--- config.mk ---
export PLATFORM = sky130hd
export DESIGN_NAME = decoder_proj_encoder
export DESIGN_NICKNAME = d
export VERILOG_FILES = /design/src/rtl/decoder_proj_encoder.sv
export SDC_FILE = /design/constraint.sdc
export NUM_CORES = 1
export LEC_CHECK = 0
export BUFFER_PORTS_ARGS = -buffer_cell sky130_fd_sc_hd__buf_4
export CORE_MARGIN = 2
export CORE_UTILIZATION = 60
export CTS_BUF_LIST = sky130_fd_sc_hd__clkbuf_8
export DETAILED_ROUTE_END_ITERATION = 8
export PLACE_DENSITY = 0.95
export SYNTH_ARGS = -nofsm -noshare
export SYNTH_HDL_FRONTEND = slang
export SYNTH_SLANG_ARGS = --single-unit
--- constraint.sdc ---
create_clock -name clk -period 5.92 [get_ports clk]
set_input_delay 1.184 -clock clk [delete_from_list [all_inputs] [get_ports clk]]
set_output_delay 1.184 -clock clk [all_outputs]
set_load 0.02 [all_outputs]
--- src/rtl/decoder_proj_encoder.sv ---
// Hamming(7,4) pad encoder: buffers one 4-bit symbol, drives its codeword on io_out
// for HOLD_CYCLES cycles, then IDLE_CODE for GAP_CYCLES cycles.
module decoder_proj_encoder #(
   parameter int unsigned HOLD_CYCLES = 4,
   parameter int unsigned GAP_CYCLES  = 1,
   parameter logic [6:0]  IDLE_CODE   = 7'b0000000
) (
   input  logic       clk,
   input  logic       rst_n,
   input  logic [3:0] in_data,
   input  logic       in_valid,
   output logic       in_ready,
   output logic [6:0] io_out,
   output logic [6:0] io_oeb,
   output logic       out_valid,
   output logic       busy,
   output logic [7:0] sym_count,
   output logic [1:0] dbg_state
);

   // Handshake: a symbol transfers on a rising clk edge where in_valid && in_ready;
   // in_ready never depends on in_valid and is low while rst_n is low.

   typedef enum logic [1:0] {ST_IDLE = 2'd0, ST_HOLD = 2'd1, ST_GAP = 2'd2} state_t;

   localparam logic [7:0] HOLD_LAST = 8'(HOLD_CYCLES);
   localparam logic [7:0] GAP_LAST  = 8'(GAP_CYCLES);

   state_t     state_q, state_d;
   logic [7:0] cnt_q, cnt_d;
   logic [3:0] buf_q, buf_d;
   logic       buf_full_q, buf_full_d;
   logic [6:0] io_out_q, io_out_d;
   logic       out_valid_q, out_valid_d;
   logic       busy_q, busy_d;
   logic [7:0] sym_count_q, sym_count_d;
   logic       load_now;
   logic       accept;

   function automatic logic [6:0] encode(input logic [3:0] d);
      logic p0, p1, p2;
      p0 = d[0] ^ d[1] ^ d[3];
      p1 = d[0] ^ d[2] ^ d[3];
      p2 = d[1] ^ d[2] ^ d[3];
      return {d[3], d[2], d[1], p2, d[0], p1, p0};
   endfunction

   always_comb begin
      load_now    = 1'b0;
      state_d     = state_q;
      cnt_d       = cnt_q;
      io_out_d    = io_out_q;
      out_valid_d = out_valid_q;
      unique case (state_q)
         ST_IDLE: begin
            if (buf_full_q) load_now = 1'b1;
         end
         ST_HOLD: begin
            if (cnt_q == HOLD_LAST) begin
               if (GAP_CYCLES != 0) begin
                  state_d     = ST_GAP;
                  cnt_d       = 8'd1;
                  io_out_d    = IDLE_CODE;
                  out_valid_d = 1'b0;
               end else if (buf_full_q) begin
                  load_now = 1'b1;
               end else begin
                  state_d     = ST_IDLE;
                  io_out_d    = IDLE_CODE;
                  out_valid_d = 1'b0;
               end
            end else begin
               cnt_d = cnt_q + 8'd1;
            end
         end
         ST_GAP: begin
            if (cnt_q == GAP_LAST) begin
               if (buf_full_q) load_now = 1'b1;
               else            state_d  = ST_IDLE;
            end else begin
               cnt_d = cnt_q + 8'd1;
            end
         end
         default: state_d = ST_IDLE;
      endcase
      // A launch overrides whatever the current state decided.
      if (load_now) begin
         state_d     = ST_HOLD;
         cnt_d       = 8'd1;
         io_out_d    = encode(buf_q);
         out_valid_d = 1'b1;
      end
   end

   assign in_ready = rst_n && (!buf_full_q || load_now);
   assign accept   = in_valid && in_ready;

   always_comb begin
      buf_d      = buf_q;
      buf_full_d = buf_full_q;
      if (accept) begin
         buf_d      = in_data;
         buf_full_d = 1'b1;
      end else if (load_now) begin
         buf_full_d = 1'b0;
      end
      sym_count_d = sym_count_q + {7'd0, load_now};
      busy_d      = buf_full_d || (state_d != ST_IDLE);
   end

   always_ff @(posedge clk or negedge rst_n) begin
      if (!rst_n) begin
         state_q     <= ST_IDLE;
         cnt_q       <= 8'd0;
         buf_q       <= 4'd0;
         buf_full_q  <= 1'b0;
         io_out_q    <= IDLE_CODE;
         out_valid_q <= 1'b0;
         busy_q      <= 1'b0;
         sym_count_q <= 8'd0;
      end else begin
         state_q     <= state_d;
         cnt_q       <= cnt_d;
         buf_q       <= buf_d;
         buf_full_q  <= buf_full_d;
         io_out_q    <= io_out_d;
         out_valid_q <= out_valid_d;
         busy_q      <= busy_d;
         sym_count_q <= sym_count_d;
      end
   end

   assign io_out    = io_out_q;
   assign io_oeb    = 7'b0000000;
   assign out_valid = out_valid_q;
   assign busy      = busy_q;
   assign sym_count = sym_count_q;
   assign dbg_state = state_q;

endmodule

==> flow_summary.json, run 1 <==
{
  "worst_pin_slew_ns": 0.7019,
  "grt_antenna_before_repair": 0,
  "ios": 34,
  "post_cts_buffers": 0,
  "antenna_left": 0,
  "synth-main-ff-cell": "dfrtp_1",
  "wl_per_cell_um": 15.66,
  "cts.htree.levels": 2,
  "holdPathStages": 1,
  "setup_viol": 0,
  "cts_buffers": 5,
  "grt_pass1_vias": 1148,
  "avgViaCountPerCell": 5.786,
  "seq_area_frac_synth_pct": 50.04,
  "hold_viol": 0,
  "postSynth.asyncResetShare_pct": 100.0,
  "synth_top_cell_by_area": "dfrtp_1",
  "postSynthCellCount": 141,
  "ys_types": 38,
  "drt_iter0_markers": 28,
  "finalSetupTns_ns": 0,
  "ctsResizeCount": 0,
  "holdBufCountCts": 0,
  "p_per_area_nw_per_um2": 560.1,
  "place_inst": 194,
  "nNetsFinal": 182,
  "layout_min_cycle_time_ns": 3.086,
  "clock_path_buffers": 2,
  "hpwl_mm": 2.230,
  "synth_xor_area_share_pct": 6.568,
  "diodes": 0,
  "rows": 18,
  "hp-class": "reg -> reg",
  "r2r_setup_slack_ns": 3.90,
  "die_area_um2": 3096,
  "grt-ovfl-total": 0,
  "n_fill_cell": 175,
  "synth_compound_area_share_pct": 14.54,
  "synth.area.mux_share_pct": 2.815,
  "worstSetupStartpointType": "register",
  "syn_avg_cell_area_um2": 11.35,
  "vias": 1163,
  "die_width_um": 55.65,
  "ir_drop_mv": 0.3796,
  "grt_use_total_pct": 22.75,
  "grt_pass1_wl_mm": 5.382,
  "max_cap_viol_count": 0,
  "place_congestion": 0.8865,
  "synth_edf_count": 0,
  "finalCritPeriodShare_pct": 52.13,
  "wl_mm": 3.147,
  "cpMaxStageDelayCell": "dfrtp_1",
  "fmax_mhz": 324.0,
  "clk_pin_slew_ns": 0.06,
  "final.setup_skew_ns": 0.006351,
  "cts_tree": "done",
  "initial_core_util_pct": 64.01,
  "p_leak_nw": 0.9323,
  "rr_worst_depth": 5,
  "grt_max_degree": 36,
  "drc": 0,
  "io_buffer_count": 26,
  "path_delay_family": "compound AO/OA/AOI/OAI gates",
  "rsz0062_at_grt": "false",
  "clock-sinks": 32,
  "ys_seq_elements": 32,
  "critPathBufInv": 2,
  "r2r-end": "cnt_q[6]$_DFFE_PN0P_",
  "yosysWarningCount": 0,
  "cp_cell_sequence": "inv_1 > ha_1 > nor3b_2 > a21bo_1 > a21bo_2 > and2_1 > buf_4",
  "synthSimpleGateAreaFrac_pct": 17.90,
  "reg2reg_from": "cnt_q[4]$_DFFE_PN0P_",
  "maxSlewViolCount": 0,
  "core-area_um2": 2500,
  "final_cell_count_no_fill": 201,
  "endpoint_kind": "primary output",
  "clock_latency_ns": 0.28,
  "final_layout_size_suffix_gt1_share_pct": 26.32,
  "crit_type": "reg -> out",
  "die_h_um": 55.65,
  "critPathLaunch": "cnt_q[1]$_DFFE_PN0P_",
  "maxSlewHeadroom_pct": 52.85,
  "cpPeakStageDelay_ns": 0.38,
  "status": "finished, final reports clean",
  "synth_fa_ha_area_share_pct": 3.127,
  "first_pass_iters": 4,
  "areaGrowthSynthToFinish_pct": 16.50,
  "netlist_area_um2": 1600,
  "crit_fanout": 5,
  "crit_required_ns": 4.74,
  "hp-start": "sym_count[7]$_DFF_PN0_",
  "root_buffer": "clkbuf_8",
  "hold_end": "sym_count[7]$_DFF_PN0_",
  "crit_arrival_ns": 1.90,
  "synth.area.top_cells": "dfrtp_1 50%, a22o_1 4.9%, xnor2_1 4.4%",
  "synth_top_family_by_area": "simple AND/OR/NAND/NOR gates",
  "synth_top_area_share_pct": 50.04
}
[final cells by class]
class                           instances  area (um^2)  share of cell area (%)
Clock buffer                            5        68.82                   3.691
Sequential cell                        32        800.8                   42.95
Tap cell                               30        37.54                   2.013
Clock inverter                          2        8.758                  0.4698
Inverter                                2        7.507                  0.4027
Timing Repair Buffer                   26        195.2                   10.47
Multi-Input combinational cell        104        745.7                   40.00
[worst max path at each step]
stage / end / slack, ns / cells past startpoint
floorplan: in_ready / 3.33 / 6
global placement: in_ready / 2.86 / 3
detailed placement: in_ready / 2.82 / 3
CTS: in_ready / 2.81 / 7
global route: in_ready / 2.74 / 7
finish: in_ready / 2.83 / 7
[sequential cells by signal (all words and copies together), names as in the netlist]
name and cells:
out_valid 1, busy 1, cnt_q 8, buf_full_q 1, dbg_state 2, sym_count 8, io_out 7, buf_q 4
[synth_stat cells (2+ instances only)]
cell type  count
xnor2_1        8
buf_4          7
a22o_1         9
o21ai_0        7
xor2_1         4
nor3b_1        3
ha_1           4
nand2b_1       2
nor2_1         4
a21o_1         6
nor3_1         2
nand2_1        8
and3_1         7
mux2_2         4
inv_1          2
nand3_1        8
a21oi_1        3
dfrtp_1       32
nor2b_1        2
[stage by stage]
stage               util [%]  worst slack [ns]  hold WS [ns]  total power [W]  cell area [um^2]
floorplan                  -             3.334        0.5119        0.0007398              1623
global placement       71.47             2.858        0.4626        0.0008676              1787
detailed placement     71.47             2.823        0.4652        0.0008941              1787
CTS                    74.57             2.812        0.4784         0.001054              1864
global route           74.57             2.738        0.4958         0.001121              1864
finish                 74.57             2.834        0.4740         0.001044              1864
[cells in the final DEF, fill, tap and decap left out, types with 2 or more instances in the layout]
master / n
a22o_1: 9
conb_1: 7
xor2_1: 4
and3_1: 7
dfrtp_1: 32
inv_1: 3
o21ai_0: 7
nor3_1: 2
clkbuf_8: 5
nand2b_1: 2
nand3_1: 8
nor3b_1: 3
a21oi_1: 3
nor2_1: 4
xnor2_1: 8
mux2_2: 4
nand2_1: 8
a21o_1: 6
ha_1: 4
nor2b_1: 2
buf_4: 26
[power by group]
part | leakage, nW | internal, W | switching [W]
Clock | 0.0452 | 0.0000780 | 0.0000738
Sequential | 0.398 | 0.000304 | 0.0000873
Combinational | 0.489 | 0.000239 | 0.000263
[worst reg2reg max path: stages, from the launching register on]
cell and delay (ns):
dfrtp_1 0.46, nor4_1 0.41, a21oi_1 0.15, nor3_1 0.57
or4_1 0.22, o211ai_2 0.08
[kinds of logic (layout without fill, tap and decap cells)]
group	Yosys count	in the layout
simple gates	46	46
flops	32	32
compound gates	31	31
xor+xnor	12	12
buf+inv	11	35
fa+ha+maj	4	4
mux	4	4
other cells	1	7
[per-layer routing]
layer	vias to the layer above	track usage, %	share of wire (%)
li1	553	-	-
met1	565	28.68	43
met2	41	35.71	49
met3	4	5.116	5.9
met4	0	13.59	1.1
met5	-	0	0
(Power assumes the default switching activity.)
==> inputs of run 2 (changes only) <==
Settings changed: CORE_UTILIZATION 60 to 50, PLACE_DENSITY 0.95 to 0.88.
Clock period 5.92 ns to 2.5 ns, I/O delays scaled along.
==> run 2 against run 1 <==
  * Clock skew is essentially flat
  * Routed wire length grew 0.54%
  * Via count grew 3.2%
  * Cell count grew 8.0%
  * Critical path depth is the same
  * Utilization shrank 12 points
  * Clock-buffer cell count grew 1
  * Final area grew 2.2%
  * Combinational power grew 140%
  * First-iteration DRC count grew 3.6%
  * Clock power grew to 2.7 times the previous value
  * Global-route usage shrank 2.1 points
  * Critical path type unchanged
  * Largest power group unchanged
  * Highest routed layer unchanged
==> flow_summary.json, run 2 (synthesis results as in run 1) <==
{
  "status": "finished, final reports clean",
  "crit_arrival_ns": 1.89,
  "ios": 34,
  "mostFrequentLayoutCell": "dfrtp_1",
  "hp-class": "in -> async",
  "cpMaxStageDelayCell": "dfrtp_1",
  "grt_use_total_pct": 20.68,
  "p_sw_w": 0.001023,
  "ir_drop_mv": 0.7280,
  "initial_core_util_pct": 52.42,
  "fmax_mhz": 417.6,
  "most-common-layout-cells": "32 x dfrtp_1, 27 x buf_4, 9 x a22o_1",
  "r2r-end": "cnt_q[6]$_DFFE_PN0P_",
  "n_fill_cell": 259,
  "diodes": 0,
  "dpl_worst_slack_ns": 0.4257,
  "power_frac_comb_pct": 47.3,
  "path_delay_family": "compound AO/OA/AOI/OAI gates",
  "post_cts_buffers": 0,
  "cp_cell_sequence": "inv_1 > ha_1 > nor3b_2 > a21bo_1 > a21bo_2 > and2_1 > buf_4",
  "holdBufCountCts": 0,
  "nNetsFinal": 183,
  "grt_pass1_wl_mm": 5.457,
  "final_cell_count_no_fill": 217,
  "die_h_um": 60.58,
  "drc": 0,
  "io_buffer_count": 26,
  "p_int_w": 0.001516,
  "drt_iter0_markers": 29,
  "ctsResizeCount": 0,
  "worstSetupStartpointType": "register",
  "maxSlewViolCount": 0,
  "avgViaCountPerCell": 5.530,
  "cts_buffers": 5,
  "sequentialPowerShare_pct": 36.5,
  "place_inst": 209,
  "die_area_um2": 3669,
  "p_per_area_nw_per_um2": 1332,
  "rows": 20,
  "regArea_um2": 800.8,
  "antenna_left": 0,
  "setup_viol": 0,
  "crit_required_ns": 2.00,
  "areaGrowthSynthToFinish_pct": 19.08,
  "vias": 1200,
  "swShare_pct": 40.30,
  "clock_latency_ns": 0.29,
  "max_cap_viol_count": 0,
  "crit_fanout": 5,
  "hold_viol": 0,
  "critPathBufInv": 2,
  "grt_pass1_vias": 1204,
  "whs_ns": 0.1462,
  "cts_tree": "done",
  "clock_power_share_pct": 16.2,
  "finalSetupTns_ns": 0,
  "first_pass_iters": 4,
  "r2r_setup_slack_ns": 0.52,
  "hpwl_mm": 2.252,
  "crit_type": "reg -> out",
  "clk_pin_slew_ns": 0.07,
  "rsz0062_at_grt": "false",
  "die_width_um": 60.58,
  "fin_ws_ns": 0.1055,
  "rr_worst_depth": 7,
  "grt_max_degree": 36,
  "cts.htree.levels": 2,
  "core-area_um2": 3053,
  "wl_mm": 3.164,
  "p_leak_nw": 0.9408,
  "final_layout_size_suffix_gt1_share_pct": 27.17,
  "layout_min_cycle_time_ns": 2.395,
  "grt_antenna_before_repair": 0,
  "clock_path_buffers": 2,
  "clock-sinks": 32,
  "final.setup_skew_ns": 0.006738,
  "grt-ovfl-total": 0,
  "reg2reg_from": "cnt_q[1]$_DFFE_PN0P_",
  "multi_input_area_um2": 745.7,
  "place_congestion": 0.8972,
  "root_buffer": "clkbuf_8",
  "wl_per_cell_um": 14.58,
  "cpPeakStageDelay_ns": 0.39,
  "endpoint_kind": "primary output",
  "finalCritPeriodShare_pct": 95.78,
  "p_total_w": 0.002539
}
run 2: changes by cell type in the layout (fill, tap and decap cells not counted), sizes merged:
cell / delta
buf: +1
clkbuf: +1
clkinv: -1
clkinvlp: +1
run 2: final cells by class:
type | count | share of cell area (%)
flip-flops and latches | 32 | 42.02
inverters | 2 | 0.3940
repair buffers | 27 | 10.64
clock inverters | 2 | 0.5909
multi-input cells | 104 | 39.13
clock buffers | 6 | 4.334
well taps | 44 | 2.889
run 2: worst reg2reg max path: stages, from the launching register on:
cell,delay [ns]
dfrtp_1,0.39
inv_1,0.08
ha_1,0.19
nor3b_2,0.16
a21bo_1,0.24
and2_4,0.23
or4_1,0.54
o211ai_2,0.08
run 2: metal layers:
metal	vias up	part of all wire [%]	routed length [um]	global-route usage, %
met5	-	0	0	0
met4	0	2.4	77	11.49
li1	557	-	-	-
met3	7	5.6	177	4.691
met2	45	48	1520	33.33
met1	591	44	1388	25.76
run 2: worst max-delay path by stage:
stage | startpoint | endpoint | slack (ns) | cells past startpoint
final | cnt_q[1]$_DFFE_PN0P_ | in_ready | 0.11 | 7
after global routing | cnt_q[1]$_DFFE_PN0P_ | in_ready | 0.03 | 7
after CTS | cnt_q[1]$_DFFE_PN0P_ | in_ready | 0.10 | 7
after detailed placement | cnt_q[1]$_DFFE_PN0P_ | in_ready | 0.43 | 7
after global placement | cnt_q[1]$_DFFE_PN0P_ | in_ready | 0.46 | 7
after floorplan | cnt_q[1]$_DFFE_PN0P_ | in_ready | 0.60 | 6
run 2: power by group through the flow:
stage                     sequential (W)  combinational [W]  clock, W
after floorplan                  0.00103           0.000722         0
after global placement          0.000912            0.00116         0
after detailed placement        0.000932            0.00120         0
after CTS                       0.000925            0.00121  0.000418
after global routing            0.000960            0.00131  0.000438
final                           0.000927            0.00120  0.000411
run 2: metrics by stage:
step / util [%] / area (um^2)
floorplan: - / 1623
global placement: 59.34 / 1812
detailed placement: 59.34 / 1812
CTS: 62.42 / 1906
global route: 62.42 / 1906
finish: 62.42 / 1906
==> inputs of run 3 (changes only) <==
Settings changed: CORE_ASPECT_RATIO from default to 2.
==> run 3 against run 2 <==
  * Routed wire length grew 3.7%
  * Clock skew grew 0.0014 ns
  * Sequential power grew 0.6%
  * Combinational power is essentially flat
  * Flip-flop and latch count is the same
  * Die area grew 0.74%
  * Maximum frequency grew 0.13%
  * Sequential share of layout area shrank 0.52 points
  * Utilization shrank 0.59 points
  * First-iteration DRC count shrank 52%
  * Highest routed layer unchanged
==> flow_summary.json, run 3 (synthesis results as in run 1) <==
{
  "crit_arrival_ns": 1.89,
  "whs_ns": 0.04452,
  "hp-class": "in -> async",
  "wl_per_cell_um": 16.00,
  "die_h_um": 84.01,
  "core-area_um2": 3120,
  "finalCritPeriodShare_pct": 95.65,
  "grt_antenna_before_repair": 0,
  "path_delay_family": "compound AO/OA/AOI/OAI gates",
  "rr_worst_depth": 7,
  "nNetsFinal": 184,
  "cts_tree": "done",
  "r2r_setup_slack_ns": 0.51,
  "hold_viol": 0,
  "critPathLaunch": "cnt_q[1]$_DFFE_PN0P_",
  "final.setup_skew_ns": 0.008114,
  "avgViaCountPerCell": 5.766,
  "cp.depth": 7,
  "die_width_um": 44.01,
  "ir_drop_mv": 0.9358,
  "diodes": 0,
  "clock-sinks": 32,
  "die_area_um2": 3697,
  "cpMaxStageDelayCell": "dfrtp_1",
  "crit_end": "in_ready",
  "fmax_mhz": 418.2,
  "clk_pin_slew_ns": 0.07,
  "p_leak_nw": 0.9614,
  "post_cts_buffers": 0,
  "grt_use_total_pct": 20.79,
  "most-common-layout-cells": "32 x dfrtp_1, 28 x buf_4, 9 x a22o_1",
  "cpPeakStageDelay_ns": 0.38,
  "rsz0062_at_grt": "false",
  "setup_viol": 0,
  "crit_type": "reg -> out",
  "cts.htree.levels": 2,
  "post-route-util_pct": 61.83,
  "ios": 34,
  "reg2reg_from": "cnt_q[1]$_DFFE_PN0P_",
  "place_congestion": 0.9185,
  "critPathBufInv": 2,
  "rows": 29,
  "wl_mm": 3.280,
  "final_layout_size_suffix_gt1_share_pct": 28.16,
  "grt-ovfl-total": 0,
  "antenna_left": 0,
  "cts_buffers": 5,
  "root_buffer": "clkbuf_8",
  "mostFrequentLayoutCell": "dfrtp_1",
  "ctsResizeCount": 0,
  "status": "finished, final reports clean",
  "endpoint_kind": "primary output",
  "maxSlewViolCount": 0,
  "clock_latency_ns": 0.28,
  "clock_path_buffers": 2,
  "vias": 1182,
  "drc": 0,
  "areaGrowthSynthToFinish_pct": 20.56,
  "finalSetupTns_ns": 0,
  "drt_iter0_markers": 14,
  "io_buffer_count": 26,
  "max_cap_viol_count": 0,
  "grt_max_degree": 23,
  "first_pass_iters": 4,
  "cp_cell_sequence": "inv_1 > ha_1 > nor3b_2 > a21bo_1 > a21bo_2 > and2_1 > buf_4",
  "p_per_area_nw_per_um2": 1389,
  "grt_pass1_wl_mm": 5.664,
  "crit_required_ns": 2.00,
  "worstSetupStartpointType": "register",
  "holdBufCountCts": 0,
  "initial_core_util_pct": 51.28,
  "hpwl_mm": 2.475,
  "r2r-end": "cnt_q[6]$_DFFE_PN0P_",
  "crit_fanout": 5,
  "grt_pass1_vias": 1238,
  "layout_min_cycle_time_ns": 2.391
}
==> run 3: cell types whose count changed in the layout (fill, tap and decap cells not counted) <==
cell / change
clkbuf_8: +1
buf_4: +1
clkinvlp_4: -1
bufinv_16: +1
inv_1: -1
==> run 3: routing by layer <==
metal | up-vias | global-route usage [%] | part of all wire (%)
li1 | 552 | - | -
met1 | 585 | 22.01 | 36
met2 | 36 | 35.43 | 56
met3 | 9 | 4.978 | 4.9
met4 | 0 | 11.85 | 3.2
met5 | - | 0 | 0
==> run 3: layout make-up <==
cell class,instances,area [um^2]
clock buffer,7,96.34
clock inverter,1,30.03
fill,272,1191
inverter,2,7.507
multi-input combinational,104,745.7
timing repair buffer,28,210.2
sequential,32,800.8
tap,31,38.79
==> run 3: worst min path at each step <==
| stage | slack, ns | end | cells past startpoint |
|---|---|---|---|
| 2_1_floorplan | 0.20 | buf_full_q$_DFF_PN0_ | 0 |
| 3_3_place_gp | 0.35 | cnt_q[1]$_DFFE_PN0P_ | 1 |
| 3_5_place_dp | 0.35 | cnt_q[1]$_DFFE_PN0P_ | 1 |
| 4_1_cts | 0.04 | cnt_q[2]$_DFFE_PN0P_ | 1 |
| 5_1_grt | 0.04 | cnt_q[2]$_DFFE_PN0P_ | 1 |
| 6_report | 0.04 | cnt_q[2]$_DFFE_PN0P_ | 1 |
==> run 3: power by group <==
| group | leakage, nW | internal [W] | switching, W |
|---|---|---|---|
| clock | 0.0645 | 0.000351 | 0.000186 |
| sequential | 0.398 | 0.000719 | 0.000214 |
| combinational | 0.499 | 0.000580 | 0.000631 |
| total | 0.961 | 0.00165 | 0.00103 |
==> run 3: stage by stage <==
stage                     setup WS (ns)  power [W]  instances  cell area, um^2
final                            0.1086   0.002680        205             1929
after global routing            0.01119   0.002844        205             1929
after CTS                       0.09741   0.002702        205             1929
after detailed placement         0.4068   0.002148        197             1803
after global placement           0.4628   0.002080        197             1803
after floorplan                  0.5982   0.001752        147             1623
